File: config.mk
export PLATFORM = sky130hd
export DESIGN_NAME = mult_18x18_acc_flat
export DESIGN_NICKNAME = d
export VERILOG_FILES = /design/src/rtl/mult_18x18_acc_if.sv /design/src/rtl/mult_18x18_acc.sv /design/src/flat_wrapper.sv
export SDC_FILE = /design/constraint.sdc
export NUM_CORES = 1
export LEC_CHECK = 0
export ABC_AREA = 0
export BUFFER_PORTS_ARGS = -buffer_cell sky130_fd_sc_hd__buf_2
export CAP_MARGIN = 10
export CORE_MARGIN = 10
export CORE_UTILIZATION = 40
export DETAILED_ROUTE_END_ITERATION = 8
export SYNTH_ARGS = -nofsm -noshare
export SYNTH_HDL_FRONTEND = slang
export SYNTH_SLANG_ARGS = --single-unit
File: constraint.sdc
create_clock -name clk -period 4.45 [get_ports clk]
set_input_delay 0.89 -clock clk [delete_from_list [all_inputs] [get_ports clk]]
set_output_delay 0.89 -clock clk [all_outputs]
set_load 0.01 [all_outputs]
File: src/rtl/mult_18x18_acc_if.sv
// Handshake bundle between a product source and the 18x18 accumulator.
// The master drives products and controls; the slave returns the result.
interface mult_18x18_acc_if;
  logic        mode;
  logic        in_valid;
  logic [35:0] in_Y;
  logic        acc_en;
  logic        acc_clr;
  logic        out_valid;
  logic [47:0] acc_out;
  logic [1:0]  ovf;

  modport master (
    output mode, in_valid, in_Y,
    output acc_en, acc_clr,
    input  out_valid, acc_out, ovf
  );

  modport slave (
    input  mode, in_valid, in_Y,
    input  acc_en, acc_clr,
    output out_valid, acc_out, ovf
  );
endinterface

File: src/rtl/mult_18x18_acc.sv
// Two-stage 48-bit / dual 24-bit accumulator behind an 18x18 multiplier.
// Define MULT_18X18_ACC_SATURATE_EN to clamp on overflow instead of wrap.
module mult_18x18_acc (
  input logic             clk,
  input logic             reset,
  mult_18x18_acc_if.slave bus
);

  logic        s1_vld_q;
  logic        s1_clr_q;
  logic        s1_mode_q;
  logic        s1_en_q;
  logic [35:0] s1_y_q;

  logic [47:0] acc_q, acc_d;
  logic [1:0]  ovf_q, ovf_d;
  logic        vld_q, vld_d;

  logic [47:0] base;
  logic [48:0] wide;
  logic [24:0] lo;
  logic [24:0] hi;

  // Returns {overflow, sum}; sum is clamped when saturation is built in.
  function automatic logic [24:0] add24(
    input logic [23:0] a,
    input logic [23:0] b
  );
    logic [23:0] s;
    logic        v;
    s = a + b;
    v = (a[23] == b[23]) && (s[23] != a[23]);
`ifdef MULT_18X18_ACC_SATURATE_EN
    if (v) s = a[23] ? 24'h800000 : 24'h7FFFFF;
`endif
    return {v, s};
  endfunction

  function automatic logic [48:0] add48(
    input logic [47:0] a,
    input logic [47:0] b
  );
    logic [47:0] s;
    logic        v;
    s = a + b;
    v = (a[47] == b[47]) && (s[47] != a[47]);
`ifdef MULT_18X18_ACC_SATURATE_EN
    if (v) s = a[47] ? {1'b1, 47'd0} : {1'b0, {47{1'b1}}};
`endif
    return {v, s};
  endfunction

  always_ff @(posedge clk or posedge reset) begin
    if (reset) begin
      s1_vld_q  <= 1'b0;
      s1_clr_q  <= 1'b0;
      s1_mode_q <= 1'b0;
      s1_en_q   <= 1'b0;
      s1_y_q    <= '0;
    end else begin
      s1_vld_q <= bus.in_valid;
      s1_clr_q <= bus.acc_clr;
      if (bus.in_valid || bus.acc_clr) begin
        s1_mode_q <= bus.mode;
        s1_en_q   <= bus.acc_en;
        s1_y_q    <= bus.in_Y;
      end
    end
  end

  // Clear or load both start from zero, so clear+valid yields the product.
  always_comb begin
    base = (s1_clr_q || !s1_en_q) ? '0 : acc_q;
    wide = add48(base, {{12{s1_y_q[35]}}, s1_y_q});
    lo   = add24(base[23:0],
                 {{6{s1_y_q[17]}}, s1_y_q[17:0]});
    hi   = add24(base[47:24],
                 {{6{s1_y_q[35]}}, s1_y_q[35:18]});
    acc_d = acc_q;
    ovf_d = ovf_q;
    vld_d = 1'b0;
    if (s1_clr_q) begin
      acc_d = '0;
      ovf_d = '0;
    end
    if (s1_vld_q) begin
      vld_d = 1'b1;
      if (s1_mode_q) begin
        acc_d = {hi[23:0], lo[23:0]};
        ovf_d = ovf_d | {hi[24], lo[24]};
      end else begin
        acc_d    = wide[47:0];
        ovf_d[0] = ovf_d[0] | wide[48];
      end
    end
  end

  always_ff @(posedge clk or posedge reset) begin
    if (reset) begin
      acc_q <= '0;
      ovf_q <= '0;
      vld_q <= 1'b0;
    end else begin
      acc_q <= acc_d;
      ovf_q <= ovf_d;
      vld_q <= vld_d;
    end
  end

  assign bus.acc_out   = acc_q;
  assign bus.ovf       = ovf_q;
  assign bus.out_valid = vld_q;

endmodule
File: src/flat_wrapper.sv
// flat-port wrapper written by rule: the top's interface ports become plain ports
module mult_18x18_acc_flat 
  (clk, reset, bus_mode, bus_in_valid, bus_in_Y, bus_acc_en, bus_acc_clr, bus_out_valid, bus_acc_out, bus_ovf);
  mult_18x18_acc_if bus_i ();
  input logic clk;
  input logic reset;
  input wire logic [$bits(bus_i.mode)-1:0] bus_mode;
  input wire logic [$bits(bus_i.in_valid)-1:0] bus_in_valid;
  input wire logic [$bits(bus_i.in_Y)-1:0] bus_in_Y;
  input wire logic [$bits(bus_i.acc_en)-1:0] bus_acc_en;
  input wire logic [$bits(bus_i.acc_clr)-1:0] bus_acc_clr;
  output wire logic [$bits(bus_i.out_valid)-1:0] bus_out_valid;
  output wire logic [$bits(bus_i.acc_out)-1:0] bus_acc_out;
  output wire logic [$bits(bus_i.ovf)-1:0] bus_ovf;
  assign bus_i.mode = bus_mode;
  assign bus_i.in_valid = bus_in_valid;
  assign bus_i.in_Y = bus_in_Y;
  assign bus_i.acc_en = bus_acc_en;
  assign bus_i.acc_clr = bus_acc_clr;
  assign bus_out_valid = bus_i.out_valid;
  assign bus_acc_out = bus_i.acc_out;
  assign bus_ovf = bus_i.ovf;
  mult_18x18_acc u_core (.clk(clk), .reset(reset), .bus(bus_i));
endmodule
======== Word-level counts from Yosys, hierarchy flattened ========
Index checks and enable logic that the tools add are counted.
operators by class
  bitwise gates (word level) .............. 2
  mux-type cells .......................... 9
  equal/unequal tests ..................... 5
  reductions and logical operators ........ 7
  add/subtract/negate cells ............... 3
operators with widths
  operator             count
  two-way mux 48 bit   4
  adder 24 bit         2
  adder 48 bit         1
  two-way mux 2 bit    2
  logical AND 1 bit    3
  two-way mux 1 bit    3
  != test 1 bit        3
  equality test 1 bit  2
  logical OR 1 bit     2
  OR 2 bit             1
  nonzero test 2 bit   1
  logical NOT 1 bit    1
  OR 1 bit             1
storage, ports and cells
  output and inout port bits .............. 51
  input bits .............................. 42
  flip-flop bits (word level) ............. 91
  word-level logic and storage cells ...... 34

======== Longest topological paths before layout ========
  depth in word-level cells ............... 9
  mapped depth ............................ 16
  depth with buffers taken out ............ 15

======== Worst setup path after synthesis ========
Ideal clock, no wire load.
  path kind ............................... reg2reg
  start point ............................. reg u_core.s1_clr_q
  end point ............................... reg u_core.ovf_q[0] (netlist: u_core.bus.ovf[0])
  period minus slack after synthesis ...... 3483 ps
  cell stages (with the launch flop) ...... 16
  buffers on the path ..................... 2
  required time ........................... 4305 ps
  arrival ................................. 3339 ps
  library setup time ...................... 145 ps
  setup slack ............................. 967 ps
  cells stage by stage .................... dfrtp_1 > nor2b_1 > clkbuf_1 > clkbuf_1 > and2_1 > ha_1 > and3_1 > and3_4 > a21boi_4 > o21ai_4 > nand2_1 > maj3_2 > a41o_1 > o31ai_4 > mux2i_1 > o221ai_1
on the way
  word-level cells in the longest chain between the ends .. 8
  elaborated cells between the ends (all ways) .. 15
  those cells by class .................... add/sub: 2; eq/ne: 4; mux: 4; bitwise: 2; reduce/logical: 3
ends and longest elaborated chain
  element                                       RTL line                                    source
  start: declaration                            mult_18x18_acc.sv:10                        logic s1_clr_q;
  start signal: assignment                      mult_18x18_acc.sv:62                        s1_clr_q <= bus.acc_clr;
  logical OR 1 bit                              mult_18x18_acc.sv:73                        base = (s1_clr_q || !s1_en_q) ? '0 : acc_q;
  two-way mux 48 bit                            mult_18x18_acc.sv:73
  adder 48 bit or adder 24 bit (tied branches)  mult_18x18_acc.sv:45, mult_18x18_acc.sv:31
  != test 1 bit, on equally long branches       mult_18x18_acc.sv:46, mult_18x18_acc.sv:32
  logical AND 1 bit, on equally long branches   mult_18x18_acc.sv:46, mult_18x18_acc.sv:32
  OR 1 bit or OR 2 bit (tied branches)          mult_18x18_acc.sv:93, mult_18x18_acc.sv:90
  two-way mux 1 bit                             mult_18x18_acc.sv:88                        if (s1_mode_q) begin
  two-way mux 2 bit *                           mult_18x18_acc.sv:86                        if (s1_vld_q) begin
  named net u_core.ovf_d[0]                     mult_18x18_acc.sv:16                        logic [1:0] ovf_q, ovf_d;
  end signal: assignment                        mult_18x18_acc.sv:105                       ovf_q <= ovf_d;
  end: declaration                              mult_18x18_acc.sv:16
Mark *: on every way through the listed nets, which the timed path passes. The rest lies on a longest branch.
A chain may end at the register's enable or synchronous reset.

======== Worst setup path after layout ========
  start point ............................. reg u_core.s1_en_q
  end point ............................... reg u_core.acc_q[36] (netlist: u_core.bus.acc_out[36])
on the way
  word-level cells in the longest chain between the ends .. 6
  elaborated cells between the ends (all ways) .. 7
  those cells by class .................... add/sub: 2; mux: 3; reduce/logical: 2
ends and longest elaborated chain
  element                                       RTL line                                    source
  start: declaration                            mult_18x18_acc.sv:12                        logic s1_en_q;
  start signal: assignment                      mult_18x18_acc.sv:65                        s1_en_q <= bus.acc_en;
  logical NOT 1 bit *                           mult_18x18_acc.sv:73
  logical OR 1 bit *                            mult_18x18_acc.sv:73
  two-way mux 48 bit *                          mult_18x18_acc.sv:73
  adder 48 bit or adder 24 bit (tied branches)  mult_18x18_acc.sv:45, mult_18x18_acc.sv:31
  two-way mux 48 bit *                          mult_18x18_acc.sv:88
  two-way mux 48 bit *                          mult_18x18_acc.sv:86
  end signal: assignment                        mult_18x18_acc.sv:100                       acc_q <= '0;
  end signal: assignment                        mult_18x18_acc.sv:104                       acc_q <= acc_d;
  end: declaration                              mult_18x18_acc.sv:15                        logic [47:0] acc_q, acc_d;
Every way passes the cells marked *; elsewhere a longest branch is shown, timed or not.

==> impl_metrics.yaml <==
place:
  place.port_buffers: 92
  dp_hpwl_um: 16200
  dp_cells: 1156
  gp_congestion: 0.876
hold_path:
  hp-class: "reg2reg"
pwr:
  powerDensity_mw_per_mm2: 330
  ir_worst_vdd_mv: 0.189
  p_comb_share_pct: 35.6
  p_leak_nw: 4.04
  p_sw_w: 0.00106
  netSwitchingFraction_pct: 37.7
  clkPwrFrac_pct: 27.4
  seq_power_share_pct: 37.0
  p_int_w: 0.00176
clock_network:
  clock_latency_ns: 0.37
  htree_num_levels: 3
  cts_buffers: 9
  clkSinkCount: 91
  root_buffer: "clkbuf_16"
  cts.clk_slew.worst_paths_ns: 0.08
  cts_hold_buf: 0
  tritoncts: "built"
  cts_resized: 0
  clockBufferDepth: 2
  post_cts_buffers: 0
finish:
  final_common_cell: "buf_2"
  mostFrequentLayoutCells: "buf_2, dfrtp_1, nand2_1, a21oi_1, ha_1"
  fillCellCount: 1866
  final_cells: 1172
  area.growth.synth_to_final_pct: 13.1
  final_nets: 1045
  drive_gt1_share_pct: 19.1
  antennaDiodeCount: 0
detailed_routing:
  wl_per_cell_um: 18.3
  num_vias: 6583
  drt_iter0_drc: 572
  viasPerCell: 5.62
  first_pass_iters: 5
  wirelength_um: 21400
  ant_nets: 0
  drcViolationCount: 0
critical_path:
  crit_type: "reg2reg"
  r2r-start: "u_core.s1_en_q$_DFFE_PP0P_"
  cp-endpoint: "u_core.bus.acc_out[36]$_DFFE_PP0P_"
  cp_cell_sequence: "nor2b_2 > buf_4 > and2_1 > ha_1 > nand3_1 > a2111oi_0 > nand2_1 > nor3_1 > o21ai_1 > nand2_1 > a21oi_1 > a21boi_0 > mux2i_1 > nand3_1"
  r2r_slack_ns: 0.67
  critical-path-max-stage-delay_ns: 0.63
  cp.required_ns: 4.68
  end_kind: "register"
  crit_arrival_ns: 4.01
  crit_start: "u_core.s1_en_q$_DFFE_PP0P_"
  cp-start-kind: "register"
  slowest_stage: "a2111oi_0"
  rr_worst_depth: 14
  crit_fanout: 27
  rr_endpoint: "u_core.bus.acc_out[36]$_DFFE_PP0P_"
sta:
  maxSlewViolCount: 0
  finalSetupTns_ns: 0
  slew_headroom_pct: 38.6
  hold_viol_final: 0
  rsz0062_at_grt: "no"
  min_period_ns: 3.78
  fin_worst_skew_ns: 0.0102
  fmax_ghz: 0.265
  holdWs_ns: 0.504
  finalSetupViolations: 0
  fin_crit_sh_pct: 84.9
  worst_pin_slew_ns: 0.919
synthesis:
  syn-mean-instance-area_sq_um: 8.84
  synth_xor_xnor_area_share_pct: 7.18
  ys.flop_type: "dfrtp_1"
  yosys-top-cells-area: "dfrtp_1, ha_1, mux2_2, a21oi_1, xnor2_1"
  synthArstFlopShare_pct: 100
  yosys_warnings: 0
  synthMuxAreaShare_pct: 6.45
  ys_seq_area_share_pct: 30.1
  synth_seq_cells: 91
  syn_nets: 968
  synth_top_family_by_area: "compound AO/OA/AOI/OAI gates"
  synth.distinct_cells: 77
  syn_area_sq_mm: 0.00756
  syn_inst: 856
  yosysTopAreaCell: "dfrtp_1"
  synth_compound_area_share_pct: 23.8
  synth_edf_count: 0
  synth-simple-area-share_pct: 17.2
  synth_fa_ha_area_share_pct: 12.2
  synthDominantCellAreaShare_pct: 30.1
floorplanning:
  initial_core_util_pct: 40.6
  die_x_um: 158
  core_sq_mm: 0.0186
  rows: 50
  die_y_um: 158
  pin_count: 93
  die-area_sq_mm: 0.0248
grt:
  overflow: 0
  antenna_found_initial: 0
  grt_pass1_wl_um: 35700
  grt_start_max_net_pins: 63
  grt_use_total_pct: 18.0
  grt_pass1_vias: 6808
run:
  maxCapViolations: 0
outcome:
  outcome: "finished, final reports clean"
-- cells in the mapped netlist (5+ instances only) --
cell,n
and2_1,50
a21oi_1,72
nand2b_1,9
nor2b_1,8
a22oi_1,15
ha_1,68
nand3_1,16
nor2_1,35
and3_1,14
xnor2_1,40
o21bai_1,11
nand2_1,84
clkbuf_1,25
o21ai_0,65
inv_1,20
o21ai_1,5
mux2_2,38
o211ai_1,7
a21o_1,31
nor3_1,8
buf_2,5
nand4_1,5
dfrtp_1,91
xor2_1,22
mux2i_1,6
a31oi_1,9
a211oi_1,9
-- routing by layer --
| metal | GRT usage, % | up-vias | part of all wire [%] |
|---|---|---|---|
| met5 | 0 | - | 0 |
| met4 | 5.34 | 0 | 1.5 |
| met3 | 3.36 | 21 | 4.0 |
| met2 | 30.2 | 127 | 47 |
| met1 | 22.9 | 3153 | 47 |
| li1 | - | 3282 | - |
-- registers in the layout, indices dropped and copies added, names as in the netlist --
register              count
u_core.bus.acc_out       48
u_core.s1_y_q            36
u_core.bus.ovf            2
u_core.bus.out_valid      1
u_core.s1_clr_q           1
u_core.s1_en_q            1
u_core.s1_mode_q          1
u_core.s1_vld_q           1
-- power groups by stage --
stage	clock, W	sequential [W]	combinational, W
after detailed placement	0	0.00106	0.00100
after global placement	0	0.00106	0.00100
after global routing	0.000828	0.00106	0.00113
after CTS	0.000794	0.00105	0.00101
final	0.000775	0.00104	0.00100
after floorplan	0	0.00106	0.000681
-- per-stage QoR --
step / area (sq um) / utilization (%) / power (W) / setup slack [ns]
6_report: 8550 / 45.9 / 0.00282 / 0.674
5_1_grt: 8550 / 45.9 / 0.00302 / 0.161
4_1_cts: 8550 / 45.9 / 0.00285 / 0.705
3_5_place_dp: 8260 / 44.3 / 0.00206 / 0.705
3_3_place_gp: 8260 / 44.3 / 0.00206 / 0.781
2_1_floorplan: 7560 / - / 0.00174 / 0.967
-- cells by family (layout without fill, tap and decap cells) --
| group | after synthesis | after routing |
|---|---|---|
| compound gates | 273 | 273 |
| fa+ha+maj | 73 | 73 |
| mux | 44 | 44 |
| simple gates | 255 | 255 |
| buf+inv | 58 | 140 |
| xor+xnor | 62 | 62 |
| flops | 91 | 91 |
-- layout make-up --
cell class	count	area, sq um	share of cell area [%]
flip-flops and latches	91	2280	26.6
inverters	22	85.1	0.995
clock buffers	9	225	2.63
well taps	234	293	3.42
multi-input cells	707	5070	59.3
clock inverters	7	65.1	0.761
repair buffers	102	536	6.26
-- critical path, delay by kind of cell, from the launching register on --
family                   cells  cell delay, ns
AND/OR/NAND/NOR              7            1.19
AO/OA/AOI/OAI                4            1.15
multiplexers                 1            0.23
adder cells (fa/ha/maj)      1            0.43
flip-flops                   1            0.41
buffers and inverters        1            0.22
-- how the worst min path moves through the flow --
stage | slack [ns] | endpoint | from | cells past startpoint
finish | 0.50 | u_core.bus.acc_out[7]$_DFFE_PP0P_ | u_core.bus.acc_out[7]$_DFFE_PP0P_ | 2
global placement | 0.48 | u_core.bus.acc_out[7]$_DFFE_PP0P_ | u_core.bus.acc_out[7]$_DFFE_PP0P_ | 2
global route | 0.55 | u_core.s1_y_q[11]$_DFFE_PP0P_ | u_core.s1_y_q[11]$_DFFE_PP0P_ | 1
floorplan | 0.38 | u_core.bus.out_valid$_DFF_PP0_ | u_core.s1_vld_q$_DFF_PP0_ | 0
CTS | 0.51 | u_core.bus.acc_out[7]$_DFFE_PP0P_ | u_core.bus.acc_out[7]$_DFFE_PP0P_ | 2
detailed placement | 0.49 | u_core.bus.acc_out[7]$_DFFE_PP0P_ | u_core.bus.acc_out[7]$_DFFE_PP0P_ | 2
Power figures use the tool's default switching activity.
